File: src/rtl/calc_pkg.sv
// Shared types and default widths for the calculator datapath blocks.
package calc_pkg;

  typedef enum logic [1:0] {
    ENTRY = 2'd0,
    ISSUE = 2'd1,
    WAIT  = 2'd2,
    SHOW  = 2'd3
  } entry_state_t;

  localparam int DATA_W_DEF = 6;
  localparam int IN_W_DEF   = 4;

endpackage

File: src/rtl/rise_edge_detect.sv
// Single-cycle rising-edge pulse from a level already synchronous to clk.
module rise_edge_detect #(
  parameter logic RESET_LEVEL = 1'b1
) (
  input  logic clk,
  input  logic reset,
  input  logic i_level,
  output logic o_rise
);

  logic r_prev;

  // Resetting the previous level high keeps a button held through reset from firing.
  always_ff @(posedge clk or posedge reset) begin
    if (reset) r_prev <= RESET_LEVEL;
    else       r_prev <= i_level;
  end

  assign o_rise = i_level & ~r_prev;

endmodule

File: src/rtl/operand_entry_ctrl.sv
// Operand entry, ALU handshake and display control for the calculator.
// Optional feature: define OPERAND_SIGN_EN to add the sign_in negate input.
module operand_entry_ctrl
  import calc_pkg::*;
#(
  parameter int  DATA_W       = DATA_W_DEF,
  parameter int  IN_W         = IN_W_DEF,
  parameter int  NUM_OPERANDS = 2,
  localparam int IDX_W        = (NUM_OPERANDS > 1) ? $clog2(NUM_OPERANDS) : 1
) (
  input  logic                           clk,
  input  logic                           reset,
  input  logic                           confirm,
  input  logic                           mode_btn,
  input  logic [IN_W-1:0]                operand_input,
`ifdef OPERAND_SIGN_EN
  input  logic                           sign_in,
`endif
  input  logic                           ops_ready,
  input  logic [DATA_W-1:0]              result_in,
  input  logic                           result_valid,
  output logic [NUM_OPERANDS*DATA_W-1:0] operands,
  output logic                           ops_valid,
  output logic [DATA_W-1:0]              display_value,
  output logic                           display_mode,
  output logic [IDX_W-1:0]               entry_index,
  output logic                           busy
);

  if (IN_W > DATA_W - 1) begin : g_check_in_w
    $error("operand_entry_ctrl: IN_W must be at most DATA_W-1");
  end
  if (NUM_OPERANDS < 1) begin : g_check_num
    $error("operand_entry_ctrl: NUM_OPERANDS must be at least 1");
  end

  logic                           w_confirm_rise;
  logic                           w_mode_rise;
  logic [DATA_W-1:0]              w_zext;
  logic [DATA_W-1:0]              w_entered;

  entry_state_t                   r_state;
  logic [IDX_W-1:0]               r_idx;
  logic [NUM_OPERANDS*DATA_W-1:0] r_operands;
  logic [DATA_W-1:0]              r_result;
  logic [DATA_W-1:0]              r_display;
  logic                           r_mode;
  logic                           r_ops_valid;
  logic                           r_busy;

  rise_edge_detect #(.RESET_LEVEL(1'b1)) u_confirm_edge (
    .clk     (clk),
    .reset   (reset),
    .i_level (confirm),
    .o_rise  (w_confirm_rise)
  );

  rise_edge_detect #(.RESET_LEVEL(1'b1)) u_mode_edge (
    .clk     (clk),
    .reset   (reset),
    .i_level (mode_btn),
    .o_rise  (w_mode_rise)
  );

  assign w_zext = DATA_W'(operand_input);

`ifdef OPERAND_SIGN_EN
  assign w_entered = sign_in ? (-w_zext) : w_zext;
`else
  assign w_entered = w_zext;
`endif

  always_ff @(posedge clk or posedge reset) begin
    if (reset) begin
      r_state     <= ENTRY;
      r_idx       <= '0;
      r_operands  <= '0;
      r_result    <= '0;
      r_display   <= '0;
      r_mode      <= 1'b0;
      r_ops_valid <= 1'b0;
      r_busy      <= 1'b0;
    end else begin
      if (w_mode_rise) r_mode <= ~r_mode;

      case (r_state)
        ENTRY: begin
          // The preview register also ends up holding the last captured operand for ISSUE.
          r_display <= w_entered;
          if (w_confirm_rise) begin
            r_operands[r_idx*DATA_W +: DATA_W] <= w_entered;
            if (r_idx == IDX_W'(NUM_OPERANDS - 1)) begin
              r_state     <= ISSUE;
              r_ops_valid <= 1'b1;
              r_busy      <= 1'b1;
            end else begin
              r_idx <= r_idx + IDX_W'(1);
            end
          end
        end
        ISSUE: begin
          if (r_ops_valid && ops_ready) begin
            r_state     <= WAIT;
            r_ops_valid <= 1'b0;
          end
        end
        WAIT: begin
          if (result_valid) begin
            r_result  <= result_in;
            r_display <= result_in;
            r_state   <= SHOW;
            r_busy    <= 1'b0;
          end
        end
        SHOW: begin
          r_display <= r_result;
          if (w_confirm_rise) begin
            r_idx   <= '0;
            r_state <= ENTRY;
          end
        end
        default: r_state <= ENTRY;
      endcase
    end
  end

  assign operands      = r_operands;
  assign ops_valid     = r_ops_valid;
  assign display_value = r_display;
  assign display_mode  = r_mode;
  assign entry_index   = r_idx;
  assign busy          = r_busy;

endmodule
File: config.mk
export PLATFORM = sky130hd
export DESIGN_NAME = operand_entry_ctrl
export DESIGN_NICKNAME = d
export VERILOG_FILES = /design/src/rtl/calc_pkg.sv /design/src/rtl/rise_edge_detect.sv /design/src/rtl/operand_entry_ctrl.sv
export SDC_FILE = /design/constraint.sdc
export NUM_CORES = 1
export LEC_CHECK = 0
export ABC_AREA = 1
export CAP_MARGIN = 20
export CELL_PAD_IN_SITES_DETAIL_PLACEMENT = 0
export CELL_PAD_IN_SITES_GLOBAL_PLACEMENT = 1
export CORE_MARGIN = 2
export CORE_UTILIZATION = 40
export CTS_BUF_LIST = sky130_fd_sc_hd__clkbuf_8
export DETAILED_ROUTE_END_ITERATION = 12
export MAX_ROUTING_LAYER = met4
export PLACE_DENSITY = 0.89
export SLEW_MARGIN = 5
export SYNTH_ARGS = -nofsm -noshare
export SYNTH_HDL_FRONTEND = slang
export SYNTH_SLANG_ARGS = --single-unit
File: constraint.sdc
create_clock -name clk -period 2.1 [get_ports clk]
set_input_delay 0.21 -clock clk [delete_from_list [all_inputs] [get_ports clk]]
set_output_delay 0.21 -clock clk [all_outputs]
set_load 0.02 [all_outputs]
# Yosys cells after proc, flatten, opt, wreduce, memory -nomap -nowiden

Index checks and enable logic that the tools add are counted.

Reduce and logical (&&, ||, !) cells: 13
Add/subtract/negate cells: 2
Shifts and indexed selects: 2
Mux-type cells: 19
Equality and inequality tests: 8
Bitwise gates (word level): 5
$mul: 1

Operator list:

| cell                                                   | count |
|---|---|
| negation 4 -> 34 bit                                   | 1 |
| variable shift 6 x 34 -> 12 bit (first input constant) | 1 |
| variable part select 6 x 34 -> 12 bit                  | 1 |
| one-hot mux 6 bit (3 select lines)                     | 1 |
| bitwise mux 12 bit                                     | 1 |
| 2-to-1 mux 2 bit                                       | 5 |
| one-hot mux 2 bit (4 select lines)                     | 1 |
| AND reduction 4 bit                                    | 2 |
| 2-to-1 mux 1 bit                                       | 7 |
| 2-to-1 mux 6 bit                                       | 1 |
| != test 2 bit (second input constant)                  | 3 |
| one-hot mux 1 bit (2 select lines)                     | 3 |
| AND reduction 2 bit                                    | 3 |
| nonzero test 2 bit                                     | 3 |
| AND reduction 5 bit                                    | 1 |
| == test 2 bit (second input constant)                  | 2 |
| != test 2 x 1 -> 1 bit (second input constant)         | 2 |
| multiplier 1 x 2 -> 3 bit (second input constant)      | 1 |
| NOT 1 bit                                              | 3 |
| AND reduction 3 bit                                    | 1 |
| nonzero test 3 bit                                     | 1 |
| bitwise AND 1 bit                                      | 2 |
| == test 2 x 1 -> 1 bit (second input constant)         | 1 |
| logical NOT 2 bit                                      | 1 |
| other kinds (2)                                        | 2 |

Register bits after elaboration: 32
Bits of input ports: 16
Word-level logic and storage cells: 60

# Logic depth before layout (Yosys ltp)

Depth after elaboration: 4
Depth in mapped cells: 8

# By module

A second synthesis with hierarchy kept.

Cells, all modules: 165
Area total of the unflattened synthesis: 1,431.4 µm²

Modules (own cells, without submodules):

| module             | seq. area each (µm²) | times used | cells an instance | area each (µm²) |
|---|---|---|---|---|
| operand_entry_ctrl | 700.7                | 1          | 157               | 1,351.3 |
| rise_edge_detect   | 26.3                 | 2          | 4                 | 40.0 |

# Least setup slack after synthesis

No wires, ideal clock.

Path type: register to register
Start: register r_state[0]
End: register r_operands[6], in the netlist operands[6]
Stages on the path, launching flop included: 7
Required time: 1.982 ns
Arrival time: 1.151 ns
Setup time: 0.118 ns
Slack: 0.830 ns
Cells stage by stage: dfrtp_1 > inv_1 > ha_1 > nand4_1 > buf_6 > nand2_1 > o21ai_2

Longest elaborated chain between the ends: 2

Ends and longest elaborated chain:

| what                            | RTL line                  | RTL |
|---|---|---|
| from (decl)                     | operand_entry_ctrl.sv:42  | `entry_state_t r_state;` |
| from (signal assigned)          | operand_entry_ctrl.sv:75  | `r_state <= ENTRY;` |
| from (signal assigned)          | operand_entry_ctrl.sv:93  | `r_state <= ISSUE;` |
| from (signal assigned)          | operand_entry_ctrl.sv:103 | `r_state <= WAIT;` |
| logical NOT 2 bit               | operand_entry_ctrl.sv:86  | `case (r_state)` |
| AND reduction 2 bit (no line)   | n/a                       |  |
| to (signal, indexed assignment) | operand_entry_ctrl.sv:91  | `r_operands[r_idx*DATA_W +: DATA_W] <= w_entered;` |
| to (decl)                       | operand_entry_ctrl.sv:44  | `logic [NUM_OPERANDS*DATA_W-1:0] r_operands;` |

Every way passes these cells.
A chain may end at the register's enable or synchronous reset.

# Worst setup path in the final report

Start: register r_state[0]
End: register r_busy, in the netlist busy

Longest elaborated chain between the ends: 3
Elaborated cells on any way between the ends: 8

Ends and longest elaborated chain:

| what                                                      | RTL line                  | RTL |
|---|---|---|
| == test 2 bit / logical NOT 2 bit (equally long branches) | operand_entry_ctrl.sv:86  |  |
| != test 2 bit (no line), or another cell as far along     | n/a                       |  |
| AND reduction 4 bit (no line)                             | n/a                       |  |
| to (signal assigned)                                      | operand_entry_ctrl.sv:82  | `r_busy <= 1'b0;` |
| to (signal assigned)                                      | operand_entry_ctrl.sv:95  | `r_busy <= 1'b1;` |
| to (signal assigned)                                      | operand_entry_ctrl.sv:112 | `r_busy <= 1'b0;` |
| to (decl)                                                 | operand_entry_ctrl.sv:49  | `logic r_busy;` |

Parallel ways exist; a longest one is shown, timed or not.

==> results.sh <==
export IMPL_syn_to_final_growth_pct=31.5
export IMPL_clockBufferDepth=2
export IMPL_post_cts_buffers=0
export IMPL_dp_cells=251
export IMPL_layout_setup_ws_ns=0.435
export IMPL_clkTransAtPathRegs_ns=0.07
export IMPL_crit_required_ns=2.32
export IMPL_syn_area_per_cell_sq_um=8.71
export IMPL_yosysWarnings=0
export IMPL_skew_ns=0.0125
export IMPL_muxShareOfSynthArea=0
export IMPL_drive_above_1_share=0.133
export IMPL_multi_input_area_sq_um=592
export IMPL_synth_seq_area_share=0.506
export IMPL_timing_fmax_ghz=0.601
export IMPL_yosysUniqueCellTypes=22
export IMPL_rsz0062_at_grt="false"
export IMPL_ctsResizeCount=0
export IMPL_drtIter0Drc=112
export IMPL_row_count=22
export IMPL_synth_common_cells="nand2_1, dfrtp_1, inv_1, o21ai_0, o21ai_2"
export IMPL_max_vdd_ir_drop_v=0.000526
export IMPL_synth_main_ff_cell="dfrtp_1"
export IMPL_synth_compound_area_frac=0.113
export IMPL_wire_per_inst_um=11.1
export IMPL_synth_most_common_cell="nand2_1"
export IMPL_critPathKind="register to register"
export IMPL_synth_seq_cells=30
export IMPL_power_leakage_nw=0.990
export IMPL_ff2ff_path_depth=6
export IMPL_cts_sinks=30
export IMPL_fin_nets=232
export IMPL_route_vias_total=1174
export IMPL_grt_overflow=0
export IMPL_whs_ns=0.300
export IMPL_route_detailed_drc=0
export IMPL_viasPerCell=4.53
export IMPL_synth_xor_area_frac=0.00588
export IMPL_crit_path_start_kind="register"
export IMPL_r2r_slack_ns=0.43
export IMPL_synthesis_area_sq_um=1490
export IMPL_num_antenna_cells=0
export IMPL_dp_slack_ns=0.466
export IMPL_grt_max_degree=31
export IMPL_nFillCells=332
export IMPL_wirelength_um=2870
export IMPL_synth_edff_count=0
export IMPL_async_flop_share=1.00
export IMPL_fin_crit_sh=0.793
export IMPL_ios=38
export IMPL_die_area_sq_um=4230
export IMPL_fin_setup_tns_ns=0
export IMPL_cts_tree="yes"
export IMPL_fin_cells=259
export IMPL_total_power_mw=2.81
export IMPL_cp_max_fo=11
export IMPL_fp_dieH_um=65.0
export IMPL_numCtsBuffers=5
export IMPL_gp_congestion=0.768
export IMPL_yosysTopAreaCellShare=0.471
export IMPL_synthSimpleGateAreaFrac=0.224
export IMPL_powerDensity_nw_per_um2=1440
export IMPL_hold_path_class="primary input to async pin"
export IMPL_r2r_end="busy"
export IMPL_regArea_sq_um=753
export IMPL_firstDrtPassIters=4
export IMPL_setup_violations=0
export IMPL_die_w_um=65.0
export IMPL_hpwl_um=2100
export IMPL_cts_root_buf="clkbuf_8"
export IMPL_synthTopCellsByArea="dfrtp_1, nand2_1, inv_1"
export IMPL_hold_viol=0
export IMPL_core_sq_um=3610
export IMPL_io_buffers=35
export IMPL_rr_startpoint="r_state[0]"
export IMPL_cts_max_level=2
export IMPL_arrival_ns=1.88
export IMPL_synth_top_family_by_area="simple AND/OR/NAND/NOR gates"
export IMPL_fin_crit_ns=1.67
export IMPL_endpoint_kind="register"
export IMPL_netlist_instances=171
export IMPL_start_util=0.413
export IMPL_synth_largest_area_cell="dfrtp_1"
export IMPL_finalMaxSlewViolations=0
export IMPL_grtUsageTotal=0.165
export IMPL_synthAdderAreaFrac=0.0504
export IMPL_grt_pass1_vias=1099
export IMPL_postRouteAntennaNets=0
export IMPL_clk_latency_ns=0.29
export IMPL_grt_first_pass_wirelength_um=5040
export IMPL_cap_violations=0
export IMPL_status="finished, final reports clean"
export IMPL_cts_hold_fix_buffers=0
export IMPL_antenna_found_initial=0
layout make-up:
class,instances,area share
tap,48,0.0307
inverter,28,0.0537
clock inverter,2,0.00383
timing repair buffer,36,0.183
sequential,30,0.385
clock buffer,6,0.0422
multi-input combinational,109,0.302
flip-flops by register name (all words and copies together) (netlist names):
signal                 flops
operands                  10
display_value              6
r_result                   6
r_state                    2
busy                       1
display_mode               1
entry_index                1
ops_valid                  1
u_confirm_edge.r_prev      1
u_mode_edge.r_prev         1
worst max-delay path: stages, from the launching register on:
cell     delay, ns
dfrtp_1       0.41
inv_1         0.13
ha_1          0.27
nand4_1       0.44
nor2_1        0.21
nor2_1        0.06
nor2_1        0.08
cell usage in the layout, fill, tap and decap left out:
cell / instances
nor2_4: 2
nand3_2: 1
nor3_1: 4
ha_1: 6
clkdlybuf4s50_1: 35
inv_2: 4
conb_1: 2
nand2_1: 53
o21ai_2: 10
dfstp_2: 2
inv_1: 26
dfrtp_1: 28
buf_4: 1
nand4_1: 4
or2_2: 1
nand3_1: 2
nor2_1: 6
clkbuf_8: 6
o21ai_1: 4
o21ai_0: 12
xnor2_1: 1
nand3_4: 1
layer usage:
| metal | vias to the layer above | track usage | share of wire |
|---|---|---|---|
| li1 | 609 | - | - |
| met5 | - | - | 0 |
| met1 | 524 | 0.204 | 0.46 |
| met3 | 10 | 0.0399 | 0.061 |
| met4 | 0 | 0.104 | 0.032 |
| met2 | 31 | 0.245 | 0.45 |
how the worst max path moves through the flow:
| stage | startpoint | end | depth (start not counted) | slack, ns |
|---|---|---|---|---|
| final | r_state[0] | busy | 6 | 0.43 |
| after global placement | confirm | busy | 5 | 0.48 |
| after global routing | r_state[1] | busy | 6 | 0.25 |
| after CTS | r_state[0] | busy | 6 | 0.43 |
| after floorplan | r_state[0] | operands[6] | 6 | 0.83 |
| after detailed placement | r_state[0] | busy | 6 | 0.47 |
cells by family after synthesis:
logic type | Yosys count
AOI/OAI and AO/OA | 26
xor gates and xnor gates | 1
buffers and inverters | 33
DFF | 30
adders and majority gates | 6
and+or+nand+nor | 74
other | 1
stage by stage:
step / util / area, sq um
finish: 0.543 / 1960
global route: 0.543 / 1960
CTS: 0.543 / 1960
detailed placement: 0.518 / 1870
global placement: 0.518 / 1870
floorplan: - / 1490
where the power goes:
part	switching (mW)	internal [mW]	leakage [nW]
clock	0.207	0.257	0.0538
combinational	0.793	0.596	0.564
sequential	0.143	0.816	0.373
total	1.14	1.67	0.990
Power figures use the tool's default switching activity.
